<file path="src/rtl/fifo_read_ctrl.sv">
// ---------------------------------------------------------------------------
// fifo_read_ctrl
//   Read-side controller for the 8-entry register-file FIFO. Owns the head and
//   tail pointers plus occupancy, drives the write address and gated write
//   enable into the write decoder, and captures the head entry of the
//   flattened register file into a registered dout on every accepted read.
//
// Ports
//   clk_i         system clock, rising edge
//   reset_n_i     asynchronous active-low reset
//   re_i          read request
//   we_i          write request
//   rf_data_i     register-file contents, entry i at [i*DATA_WIDTH +: DATA_WIDTH]
//   wr_addr_o     tail pointer, to write decoder address
//   wr_en_o       we & ~full, to write decoder enable
//   rd_addr_o     head pointer
//   dout_o        registered read data
//   data_count_o  occupancy 0..8
//   empty_o       FIFO empty
//   full_o        FIFO full
//   rd_ack_o      1-cycle pulse: read accepted, dout updated this edge
//   rd_err_o      1-cycle pulse: read refused (empty)
//   wr_err_o      1-cycle pulse: write refused (full)
//
// State table
//   state    | meaning
//   ---------+-----------------------------
//   ST_EMPTY | occupancy 0, reads refused
//   ST_PART  | occupancy 1..7
//   ST_FULL  | occupancy 8, writes refused
// ---------------------------------------------------------------------------
module fifo_read_ctrl #(
   parameter int DATA_WIDTH = 32
) (
   input  logic                    clk_i,
   input  logic                    reset_n_i,
   input  logic                    re_i,
   input  logic                    we_i,
   input  logic [8*DATA_WIDTH-1:0] rf_data_i,
   output logic [2:0]              wr_addr_o,
   output logic                    wr_en_o,
   output logic [2:0]              rd_addr_o,
   output logic [DATA_WIDTH-1:0]   dout_o,
   output logic [3:0]              data_count_o,
   output logic                    empty_o,
   output logic                    full_o,
   output logic                    rd_ack_o,
   output logic                    rd_err_o,
   output logic                    wr_err_o
);

   typedef enum logic [1:0] {
      ST_EMPTY = 2'd0,
      ST_PART  = 2'd1,
      ST_FULL  = 2'd2
   } state_t;

   state_t                  state_q, state_d;
   logic [2:0]              head_q, head_d;
   logic [2:0]              tail_q, tail_d;
   logic [3:0]              count_q, count_d;
   logic [DATA_WIDTH-1:0]   dout_q, dout_d;
   logic                    rd_ack_q, rd_err_q, wr_err_q;

   logic                    empty, full;
   logic                    wr_acc, rd_acc;
   logic [DATA_WIDTH-1:0]   entry [8];
   logic [DATA_WIDTH-1:0]   head_data;

   for (genvar gi = 0; gi < 8; gi++) begin : g_entry
      assign entry[gi] = rf_data_i[gi*DATA_WIDTH +: DATA_WIDTH];
   end

   assign head_data = entry[head_q];

   // ---------------- state register ----------------
   always_ff @(posedge clk_i or negedge reset_n_i) begin
      if (!reset_n_i) begin
         state_q <= ST_EMPTY;
      end else begin
         state_q <= state_d;
      end
   end

   // ---------------- next-state logic ----------------
   always_comb begin
      state_d = state_q;
      case (state_q)
         ST_EMPTY: if (wr_acc) state_d = ST_PART;
         ST_PART: begin
            if (wr_acc && !rd_acc && count_q == 4'd7)
               state_d = ST_FULL;
            else if (rd_acc && !wr_acc && count_q == 4'd1)
               state_d = ST_EMPTY;
         end
         ST_FULL:  if (rd_acc) state_d = ST_PART;
         default:  state_d = ST_EMPTY;
      endcase
   end

   // ---------------- output / decode logic ----------------
   // Flags come from the state, so a refused write is blocked by a registered
   // signal and never reaches the decoder.
   always_comb begin
      empty   = (state_q == ST_EMPTY);
      full    = (state_q == ST_FULL);
      wr_acc  = we_i & ~full;
      rd_acc  = re_i & ~empty;
      wr_en_o = wr_acc;
   end

   // ---------------- datapath ----------------
   always_comb begin
      head_d  = head_q;
      tail_d  = tail_q;
      dout_d  = dout_q;
      count_d = count_q;
      if (rd_acc) begin
         head_d = head_q + 3'd1;
         dout_d = head_data;
      end
      if (wr_acc) begin
         tail_d = tail_q + 3'd1;
      end
      case ({wr_acc, rd_acc})
         2'b10:   count_d = count_q + 4'd1;
         2'b01:   count_d = count_q - 4'd1;
         default: count_d = count_q;
      endcase
   end

   always_ff @(posedge clk_i or negedge reset_n_i) begin
      if (!reset_n_i) begin
         head_q   <= 3'd0;
         tail_q   <= 3'd0;
         count_q  <= 4'd0;
         dout_q   <= '0;
         rd_ack_q <= 1'b0;
         rd_err_q <= 1'b0;
         wr_err_q <= 1'b0;
      end else begin
         head_q   <= head_d;
         tail_q   <= tail_d;
         count_q  <= count_d;
         dout_q   <= dout_d;
         rd_ack_q <= rd_acc;
         rd_err_q <= re_i & empty;
         wr_err_q <= we_i & full;
      end
   end

   assign wr_addr_o    = tail_q;
   assign rd_addr_o    = head_q;
   assign dout_o       = dout_q;
   assign data_count_o = count_q;
   assign empty_o      = empty;
   assign full_o       = full;
   assign rd_ack_o     = rd_ack_q;
   assign rd_err_o     = rd_err_q;
   assign wr_err_o     = wr_err_q;

endmodule

</file>
<file path="config.mk">
export PLATFORM = sky130hd
export DESIGN_NAME = fifo_read_ctrl
export DESIGN_NICKNAME = d
export VERILOG_FILES = /design/src/rtl/fifo_read_ctrl.sv
export SDC_FILE = /design/constraint.sdc
export NUM_CORES = 1
export LEC_CHECK = 0
export CAP_MARGIN = 10
export CELL_PAD_IN_SITES_DETAIL_PLACEMENT = 1
export CELL_PAD_IN_SITES_GLOBAL_PLACEMENT = 1
export CORE_MARGIN = 8
export CORE_UTILIZATION = 25
export DETAILED_ROUTE_END_ITERATION = 7
export GPL_TIMING_DRIVEN = 0
export PLACE_DENSITY_LB_ADDON = 0.12
export SLEW_MARGIN = 40
export SYNTH_ARGS = -nofsm -noshare
export SYNTH_HDL_FRONTEND = slang
export SYNTH_SLANG_ARGS = --single-unit
</file>
<file path="constraint.sdc">
create_clock -name clk_i -period 3.2 [get_ports clk_i]
set_input_delay 0.48 -clock clk_i [delete_from_list [all_inputs] [get_ports clk_i]]
set_output_delay 0.48 -clock clk_i [all_outputs]
set_load 0.1 [all_outputs]
</file>
Yosys cells after proc, flatten, opt, wreduce, memory -nomap -nowiden
Cells that the tools add are included.
{"block": "totals", "regBits": 47, "inputBits": 260}
{"block": "classes", "addsub": 4, "n_lt_le_gt_ge": 1, "n_eq_ne": 9, "muxes": 9, "bitwise": 7, "n_reduce_logical": 9}
{"cell": "binary-select mux 32 bit (select 3 bit)", "n": 1}
{"cell": "2-to-1 mux 32 bit", "n": 2}
{"cell": "2-to-1 mux 2 bit", "n": 4}
{"cell": "one-hot mux 4 bit (2 select lines)", "n": 1}
{"cell": "adder 3 x 1 -> 3 bit (second input constant)", "n": 2}
{"cell": "one-hot mux 2 bit (3 select lines)", "n": 1}
{"cell": "adder 4 x 1 -> 4 bit (second input constant)", "n": 1}
{"cell": "bitwise AND 1 bit", "n": 4}
{"cell": "equality test 2 x 1 -> 1 bit (second input constant)", "n": 2}
{"cell": "equality test 2 bit (second input constant)", "n": 2}
{"cell": "equality test 4 x 1 -> 1 bit (second input constant)", "n": 1}
{"cell": "equality test 4 x 3 -> 1 bit (second input constant)", "n": 1}
{"cell": ">= comparator 4 bit (second input constant)", "n": 1}
{"cell": "logical AND 1 bit", "n": 4}
{"cell": "!= test 2 x 1 -> 1 bit (second input constant)", "n": 2}
{"cell": "inverter 3 -> 4 bit", "n": 1}
{"cell": "subtractor 4 x 1 -> 4 bit (second input constant)", "n": 1}
{"cell": "!= test 3 bit (second input constant)", "n": 1}
{"cell": "AND reduction 3 bit", "n": 1}
{"cell": "zero test 1 bit", "n": 2}
{"cell": "zero test 2 bit", "n": 1}
{"cell": "inverter 1 bit", "n": 2}
{"cell": "nonzero test 2 bit", "n": 1}

Depth between registers and ports, before layout
Gate-level depths: netlist of the first run.
{"block": "depth", "ltp_word": 9, "depth_mapped": 7, "depth_no_buf": 7}

Worst setup path before layout of the first run
No wires, ideal clock.
{"block": "synth_path", "path_kind": "reg-to-reg", "start": "register state_q[0]", "end": "register state_q[0]", "t_arrival_ns": 2.119, "setup_slack_ns": 1.003, "path_stages_with_launch": 8, "n_path_buf": 0, "synth_period_minus_slack_ns": 2.197, "path_cell_list": "dfrtp_1 -> nand2b_1 -> nand2_1 -> inv_1 -> ha_1 -> and4b_1 -> or3_1 -> a21oi_1"}
{"block": "synth_between", "elab_chain_len": 8, "word_cells_on_any_way": 19}
{"element": "start: declaration", "line": "58", "rtl": "state_t state_q, state_d;"}
{"element": "start signal: assignment", "line": "81", "rtl": "state_q <= state_d;"}
{"element": "equality test 2 bit *", "line": "106", "rtl": "full = (state_q == ST_FULL);"}
{"element": "inverter 1 bit *", "line": "107", "rtl": "wr_acc = we_i & ~full;"}
{"element": "bitwise AND 1 bit *", "line": "107"}
{"element": "named net wr_en_o", "line": "41", "rtl": "output logic wr_en_o,"}
{"element": "zero test 1 bit", "line": "93", "rtl": "else if (rd_acc && !wr_acc && count_q == 4'd1)"}
{"element": "logical AND 1 bit (2 in series)", "line": "93"}
{"element": "!= test 3 bit (no line)"}
{"element": "AND reduction 3 bit (no line)"}
The timed path passes the listed nets; every way through them passes the cells marked *.
A chain may end at the register's enable or synchronous reset.

Final worst setup path of the first run
{"block": "layout_path", "start": "input port re_i", "end": "register state_q[0]"}
{"block": "layout_between", "elab_chain_len": 6, "word_cells_on_any_way": 11}
{"element": "start: declaration", "line": "37", "rtl": "input logic re_i,"}
{"element": "bitwise AND 1 bit *", "line": "108", "rtl": "rd_acc = re_i & ~empty;"}
{"element": "zero test 1 bit", "line": "91", "rtl": "if (wr_acc && !rd_acc && count_q == 4'd7)"}
{"element": "logical AND 1 bit (2 in series)", "line": "91"}
{"element": "!= test 3 bit (no line) / 2-to-1 mux 2 bit (equally long branches)"}
{"element": "AND reduction 3 bit (no line) / one-hot mux 2 bit (3 select lines) (equally long branches)"}
Mark *: on every way between the ends. The rest lies on a longest branch, timed or not.

==> results of run 1 <==
## placed cells by master, fill, tap and decap left out, types with 2 or more instances in the layout
cell	n
buf_4	10
and2_1	2
ha_1	7
o21ai_0	2
nand2b_1	2
clkbuf_1	18
nor2b_1	2
a21oi_1	2
clkinvlp_4	2
inv_1	5
buf_2	51
nor2_1	3
a22o_1	32
mux2i_1	65
buf_6	4
dfrtp_1	47
o31ai_1	32
xor2_1	2
mux2_2	64
clkbuf_16	5
xnor2_1	6
o22ai_1	32
clkdlybuf4s50_1	258
nand2_1	39
## state kept, by name, indices dropped and copies added, names as in the netlist
name,count
wr_addr_o,3
state_q,2
wr_err_o,1
rd_ack_o,1
dout_o,32
data_count_o,4
rd_addr_o,3
rd_err_o,1
## Yosys cell counts, types with 2 or more instances
cell / n / area (um^2)
buf_4: 9 / 67.6
nor2b_1: 2 / 12.5
ha_1: 7 / 87.6
nand2b_1: 2 / 12.5
inv_1: 5 / 18.8
clkbuf_1: 18 / 67.6
nor2_1: 3 / 11.3
o21ai_0: 2 / 10.0
o31ai_1: 32 / 240
o22ai_1: 32 / 200
xnor2_1: 6 / 52.6
mux2_2: 64 / 721
nand2_1: 39 / 146
a22o_1: 32 / 280
buf_6: 4 / 45.0
xor2_1: 2 / 17.5
a21oi_1: 2 / 10.0
and2_1: 2 / 12.5
buf_2: 3 / 15.0
dfrtp_1: 47 / 1180
mux2i_1: 65 / 651
## power by group
group / switching [mW] / internal, mW / total (mW)
sequential: 0.219 / 0.890 / 1.11
clock: 0.255 / 0.293 / 0.548
combinational: 3.83 / 1.70 / 5.53
total: 4.30 / 2.88 / 7.18
## per-layer routing
| layer | wire [um] | track usage | vias up |
|---|---|---|---|
| li1 | - | - | 2107 |
| met1 | 8420 | 0.226 | 2170 |
| met2 | 10700 | 0.374 | 181 |
| met3 | 1510 | 0.0588 | 17 |
| met4 | 318 | 0.0430 | 0 |
| met5 | 0 | 0 | - |
## stage by stage
| step | cells | area [um^2] | utilization | power [mW] |
|---|---|---|---|---|
| final | 920 | 7210 | 0.460 | 7.18 |
| after detailed placement | 912 | 7060 | 0.451 | 6.71 |
| after global routing | 920 | 7210 | 0.460 | 7.55 |
| after global placement | 911 | 7280 | 0.465 | 6.91 |
| after CTS | 920 | 7210 | 0.460 | 7.27 |
| after floorplan | 388 | 3940 | - | 5.23 |
## cell families (layout without fill, tap and decap cells)
group | Yosys count | in the layout
compound gates | 102 | 102
fa+ha+maj | 7 | 7
xor+xnor | 8 | 8
mux | 130 | 130
buf+inv | 39 | 355
simple gates | 55 | 55
flops | 47 | 47
## worst min path at each step
stage / start / endpoint / slack (ns) / cells after the start
global placement: wr_addr_o[2]$_DFFE_PN0P_ / wr_addr_o[2]$_DFFE_PN0P_ / 0.46 / 1
detailed placement: reset_n_i / rd_err_o$_DFF_PN0_ / 0.33 / 1
finish: reset_n_i / rd_err_o$_DFF_PN0_ / 0.008 / 1
CTS: reset_n_i / rd_err_o$_DFF_PN0_ / 0.005 / 1
floorplan: reset_n_i / data_count_o[0]$_DFFE_PN0P_ / 0.18 / 0
global route: reset_n_i / wr_err_o$_DFF_PN0_ / 0.007 / 1
## worst max-delay path: cells and delay by family
kind / cells / cell delay [ns]
AO/OA/AOI/OAI: 2 / 0.34
adder cells (fa/ha/maj): 1 / 0.20
buffers and inverters: 3 / 1.01
AND/OR/NAND/NOR: 2 / 0.52
## cell type report
| cell class | count | share of cell area |
|---|---|---|
| clock inverters | 3 | 0.00330 |
| clock buffers | 5 | 0.0174 |
| repair buffers | 308 | 0.396 |
| well taps | 216 | 0.0375 |
| multi-input cells | 302 | 0.353 |
| inverters | 5 | 0.00260 |
| plain buffers | 34 | 0.0271 |
| flip-flops and latches | 47 | 0.163 |
==> flow_summary_export.csv, run 1 <==
group,metric,value,unit
status,outcome,"completed",
cells_and_area,drive_above_1_share,0.196,
power_and_ir_drop,p_leak,3.08,nW
cells_and_area,area_delta_synth_final,83.1,%
worst_setup_path,start_kind,"input port",
floorplanning,core,15700,um^2
worst_setup_path,r2r_cells,7,
worst_setup_path,reg2reg_to,"state_q[0]$_DFFE_PN0P_",
worst_setup_path,crit_top_cell,"buf_2",
clocking,root_buffer,"clkbuf_16",
cells_and_area,n_antenna_cell,0,
synthesis,synth-simple-area-share,0.0642,
synthesis,synth-edff-count,0,
worst_setup_path,critPathMaxFanout,10,
sta,rsz0062_at_grt,"false",
worst_setup_path,cp.arrival,2.56,ns
clocking,cts_sinks,47,
synthesis,synthXorXnorAreaFrac,0.0178,
synthesis,synth_fp_nets,655,
synthesis,synth_compound_area_frac,0.191,
clocking,clockBufferDepth,2,
worst_setup_path,required,3.42,ns
worst_setup_path,critical_path_class,"in2reg",
synthesis,async_flop_share,1.00,
worst_setup_path,r2r-start,"state_q[0]$_DFFE_PN0P_",
floorplanning,initial_core_util,0.251,
synthesis,synth_flop_cell,"dfrtp_1",
sta,final.period_utilization,0.731,
detailed_routing,vias_per_cell,4.86,
sta,final-max-slew-violation-count,0,
global_routing,grt_pass1_wl,30.9,mm
clocking,clock_latency,0.29,ns
floorplanning,fp-row-count,46,
power_and_ir_drop,power_density,997,nW/um^2
synthesis,netlist_area,3940,um^2
sta,layout_setup_ws,0.861,ns
detailed_routing,num_vias,4475,
sta,setup_viol,0,
placed_design,place_hpwl,17.5,mm
global_routing,grt.overflow.total,0,
min_path,hold_class,"in2async",
sta,clock_skew,0.00754,ns
clocking,h-tree-depth,2,
global_routing,antenna_found_initial,0,
synthesis,synthAdderAreaFrac,0.0223,
placed_design,gp_routability_congestion,0.868,
worst_setup_path,critPathSlowestCell,"clkdlybuf4s50_1",
worst_setup_path,crit_chain,"clkdlybuf4s50_1, o21ai_1, buf_2, buf_2, ha_1, and4b_1, or3_1, a21oi_1",
sta,fin_setup_tns,0,ns
detailed_routing,routed_wl,21.0,mm
clocking,cts_setup_buffers,0,
floorplanning,io_pins,308,
worst_setup_path,crit_start,"re_i",
worst_setup_path,crit_path_end,"state_q[0]$_DFFE_PN0P_",
cells_and_area,seq_area,1180,um^2
clocking,hold_buffers,0,
clocking,clkTransAtPathRegs,0.07,ns
worst_setup_path,regToRegSetupSlack,1.04,ns
synthesis,muxShareOfSynthArea,0.351,
synthesis,ys_seq_area_frac,0.299,
detailed_routing,ant_nets,0,
synthesis,synth_seq_cells,47,
sta,hold_viol_final,0,
sta,finalCriticalPeriod,2.34,ns
placed_design,post-place-ws,0.564,ns
clocking,cts_resized,0,
detailed_routing,first_pass_iters,4,
cells_and_area,final_nets,970,
floorplanning,die_y,141,um
clocking,numCtsBuffers,5,
sta,worstMarginPinSlew,0.712,ns
detailed_routing,drc,0,
job,cap_violations,0,
synthesis,synth_top_family_by_area,"multiplexers",
floorplanning,die_w,141,um
power_and_ir_drop,ir_drop,344,uV
synthesis,synth_cell_types,31,
synthesis,syn_avg_cell_area,10.1,um^2
sta,slew_headroom,0.525,
worst_setup_path,max_stage_delay,0.52,ns
detailed_routing,post_drt_wl_per_cell,22.8,um
synthesis,post_synth_inst_count,388,
detailed_routing,drt_iter0_markers,137,
floorplanning,dieArea,20000,um^2
sta,hold_slack,0.00762,ns
global_routing,grt_pass1_vias,5196,
clocking,cts_tree,"built",
placed_design,portBuffers,307,
sta,fmax,428,MHz
global_routing,grt_max_degree,39,
cells_and_area,multi_input_area,2550,um^2
worst_setup_path,crit_path_end_kind,"flop",
global_routing,grt_usage,0.203,
synthesis,ys_warn_count,0,
cells_and_area,fillers,1783,
(Power assumes the default switching activity.)
==> inputs of run 2 (changes only) <==
Settings changed: CORE_UTILIZATION 25 to 24.
Clock period 3.2 ns to 2.4 ns, I/O delays scaled along.
==> run 2 against run 1 <==
Effect of this change:
- count of clock-buffer cells in the layout increased by 1
- worst hold slack gained 0.47 ns
- via count grew 0.20%
- die area grew 3.7%
- critical path depth stayed put
- setup slack got worse by 0.63 ns
- register-to-register slack got worse by 0.70 ns
- total power rose by 35%
- flip-flop and latch count unchanged
- highest routed layer is now met5
==> flow_summary_export.csv, run 2 (same netlist as run 1, synthesis figures left out) <==
group,metric,value,unit
status,outcome,"completed",
sta,fmax,462,MHz
clocking,cts_resized,0,
worst_setup_path,critPathMaxFanout,10,
min_path,min-delay-start,"dout_o[6]$_DFFE_PN0P_",
sta,final-max-slew-violation-count,0,
floorplanning,io_pins,308,
sta,rsz0062_at_grt,"false",
clocking,cts_setup_buffers,0,
worst_setup_path,crit_path_end_kind,"flop",
worst_setup_path,critical_path_class,"in2reg",
placed_design,post-place-ws,-0.0978,ns
placed_design,placed_area,7060,um^2
power_and_ir_drop,ir_drop,784,uV
cells_and_area,final_cell_mix,"clkdlybuf4s50_1, mux2i_1, mux2_2",
cells_and_area,post-route-util,0.445,
clocking,root_buffer,"clkbuf_16",
sta,hold_viol_final,0,
clocking,clock_latency,0.29,ns
clocking,numCtsBuffers,5,
cells_and_area,fillers,1855,
detailed_routing,num_vias,4484,
global_routing,grt_usage,0.204,
floorplanning,core,16300,um^2
placed_design,gp_routability_congestion,0.904,
clocking,cts_tree,"built",
cells_and_area,largest_reg_flops,32,
detailed_routing,ant_nets,0,
job,cap_violations,0,
clocking,h-tree-depth,2,
min_path,hold_class,"reg2reg",
sta,setup_viol,0,
sta,clock_skew,0.00890,ns
placed_design,place_hpwl,18.3,mm
cells_and_area,area_delta_synth_final,84.3,%
detailed_routing,post_drt_wl_per_cell,23.6,um
detailed_routing,first_pass_iters,4,
sta,finalCriticalPeriod,2.16,ns
worst_setup_path,required,2.62,ns
worst_setup_path,r2r-start,"state_q[1]$_DFFE_PN0P_",
sta,worstMarginPinSlew,0.672,ns
clocking,clkTransAtPathRegs,0.07,ns
sta,slew_headroom,0.552,
cells_and_area,final_common_cell,"clkdlybuf4s50_1",
global_routing,grt_max_degree,29,
sta,layout_setup_ws,0.236,ns
min_path,hold_depth,2,
global_routing,grt.overflow.total,0,
clocking,cts_sinks,47,
floorplanning,die_w,144,um
sta,final.period_utilization,0.902,
global_routing,grt_pass1_wl,31.7,mm
detailed_routing,drt_iter0_markers,111,
detailed_routing,drc,0,
clocking,hold_buffers,1,
worst_setup_path,start_kind,"input port",
floorplanning,dieArea,20800,um^2
detailed_routing,routed_wl,21.9,mm
floorplanning,die_y,144,um
floorplanning,initial_core_util,0.242,
worst_setup_path,cp.arrival,2.38,ns
cells_and_area,final_nets,971,
cells_and_area,drive_above_1_share,0.196,
global_routing,antenna_found_initial,1,
placed_design,portBuffers,307,
worst_setup_path,regToRegSetupSlack,0.34,ns
min_path,holdPathEnd,"dout_o[6]$_DFFE_PN0P_",
floorplanning,fp-row-count,47,
cells_and_area,final_area,7250,um^2
power_and_ir_drop,power_density,1340,nW/um^2
clocking,clockBufferDepth,2,
detailed_routing,vias_per_cell,4.83,
worst_setup_path,r2r_cells,7,
global_routing,grt_pass1_vias,5238,
worst_setup_path,reg2reg_to,"state_q[0]$_DFFE_PN0P_",
power_and_ir_drop,p_leak,3.10,nW
## run 2: cell types whose count changed in the layout (fill, tap and decap cells not counted)
cell           change
dlygate4sd3_1      +1
diode_2            +3
clkbuf_8           +1
inv_6              -1
bufinv_16          +1
clkinvlp_4         -2
clkinv_2           +1
## run 2: final cells by class
class | instances | area (um^2) | share of cell area
Clock buffer | 6 | 139 | 0.0191
Tap cell | 220 | 275 | 0.0380
Timing Repair Buffer | 309 | 2860 | 0.394
Inverter | 5 | 18.8 | 0.00259
Antenna cell | 3 | 7.51 | 0.00104
Buffer | 34 | 195 | 0.0269
Multi-Input combinational cell | 302 | 2550 | 0.351
Clock inverter | 2 | 35.0 | 0.00483
Sequential cell | 47 | 1180 | 0.162
## run 2: per-layer routing
layer	track usage	up-vias	wire (um)
met2	0.376	192	11500
met4	0.0581	2	369
met3	0.0584	21	1760
met5	0	-	13
li1	-	2108	-
met1	0.223	2161	8300
## run 2: how the worst max path moves through the flow
stage	from	to	slack, ns	cells past startpoint
2_1_floorplan	state_q[0]$_DFFE_PN0P_	state_q[0]$_DFFE_PN0P_	0.20	7
3_3_place_gp	reset_n_i	dout_o[27]$_DFFE_PN0P_	-0.64	1
3_5_place_dp	re_i	state_q[0]$_DFFE_PN0P_	-0.1	8
4_1_cts	re_i	state_q[0]$_DFFE_PN0P_	0.20	8
5_1_grt	re_i	state_q[0]$_DFFE_PN0P_	0.12	8
6_report	re_i	state_q[0]$_DFFE_PN0P_	0.24	8
## run 2: report_power, final
group          switching [mW]  total, mW  internal [mW]
clock network           0.323      0.842          0.519
logic                    5.12       7.39           2.27
registers               0.299       1.49           1.19
## run 2: critical path: stages
cell	delay (ns)
clkdlybuf4s50_1	0.52
o21ai_1	0.17
buf_2	0.25
buf_2	0.22
ha_1	0.20
and4b_1	0.18
or3_1	0.34
a21oi_1	0.14
## run 2: per-stage QoR
| step | setup TNS [ns] | hold slack (ns) | std cells | power (mW) |
|---|---|---|---|---|
| 2_1_floorplan | 0 | 0.0644 | 388 | 6.97 |
| 3_3_place_gp | -30.49 | 0.462 | 915 | 9.24 |
| 3_5_place_dp | -0.132 | 0.276 | 916 | 8.98 |
| 4_1_cts | 0 | 0.480 | 925 | 9.86 |
| 5_1_grt | 0 | 0.488 | 925 | 10.2 |
| 6_report | 0 | 0.478 | 928 | 9.72 |
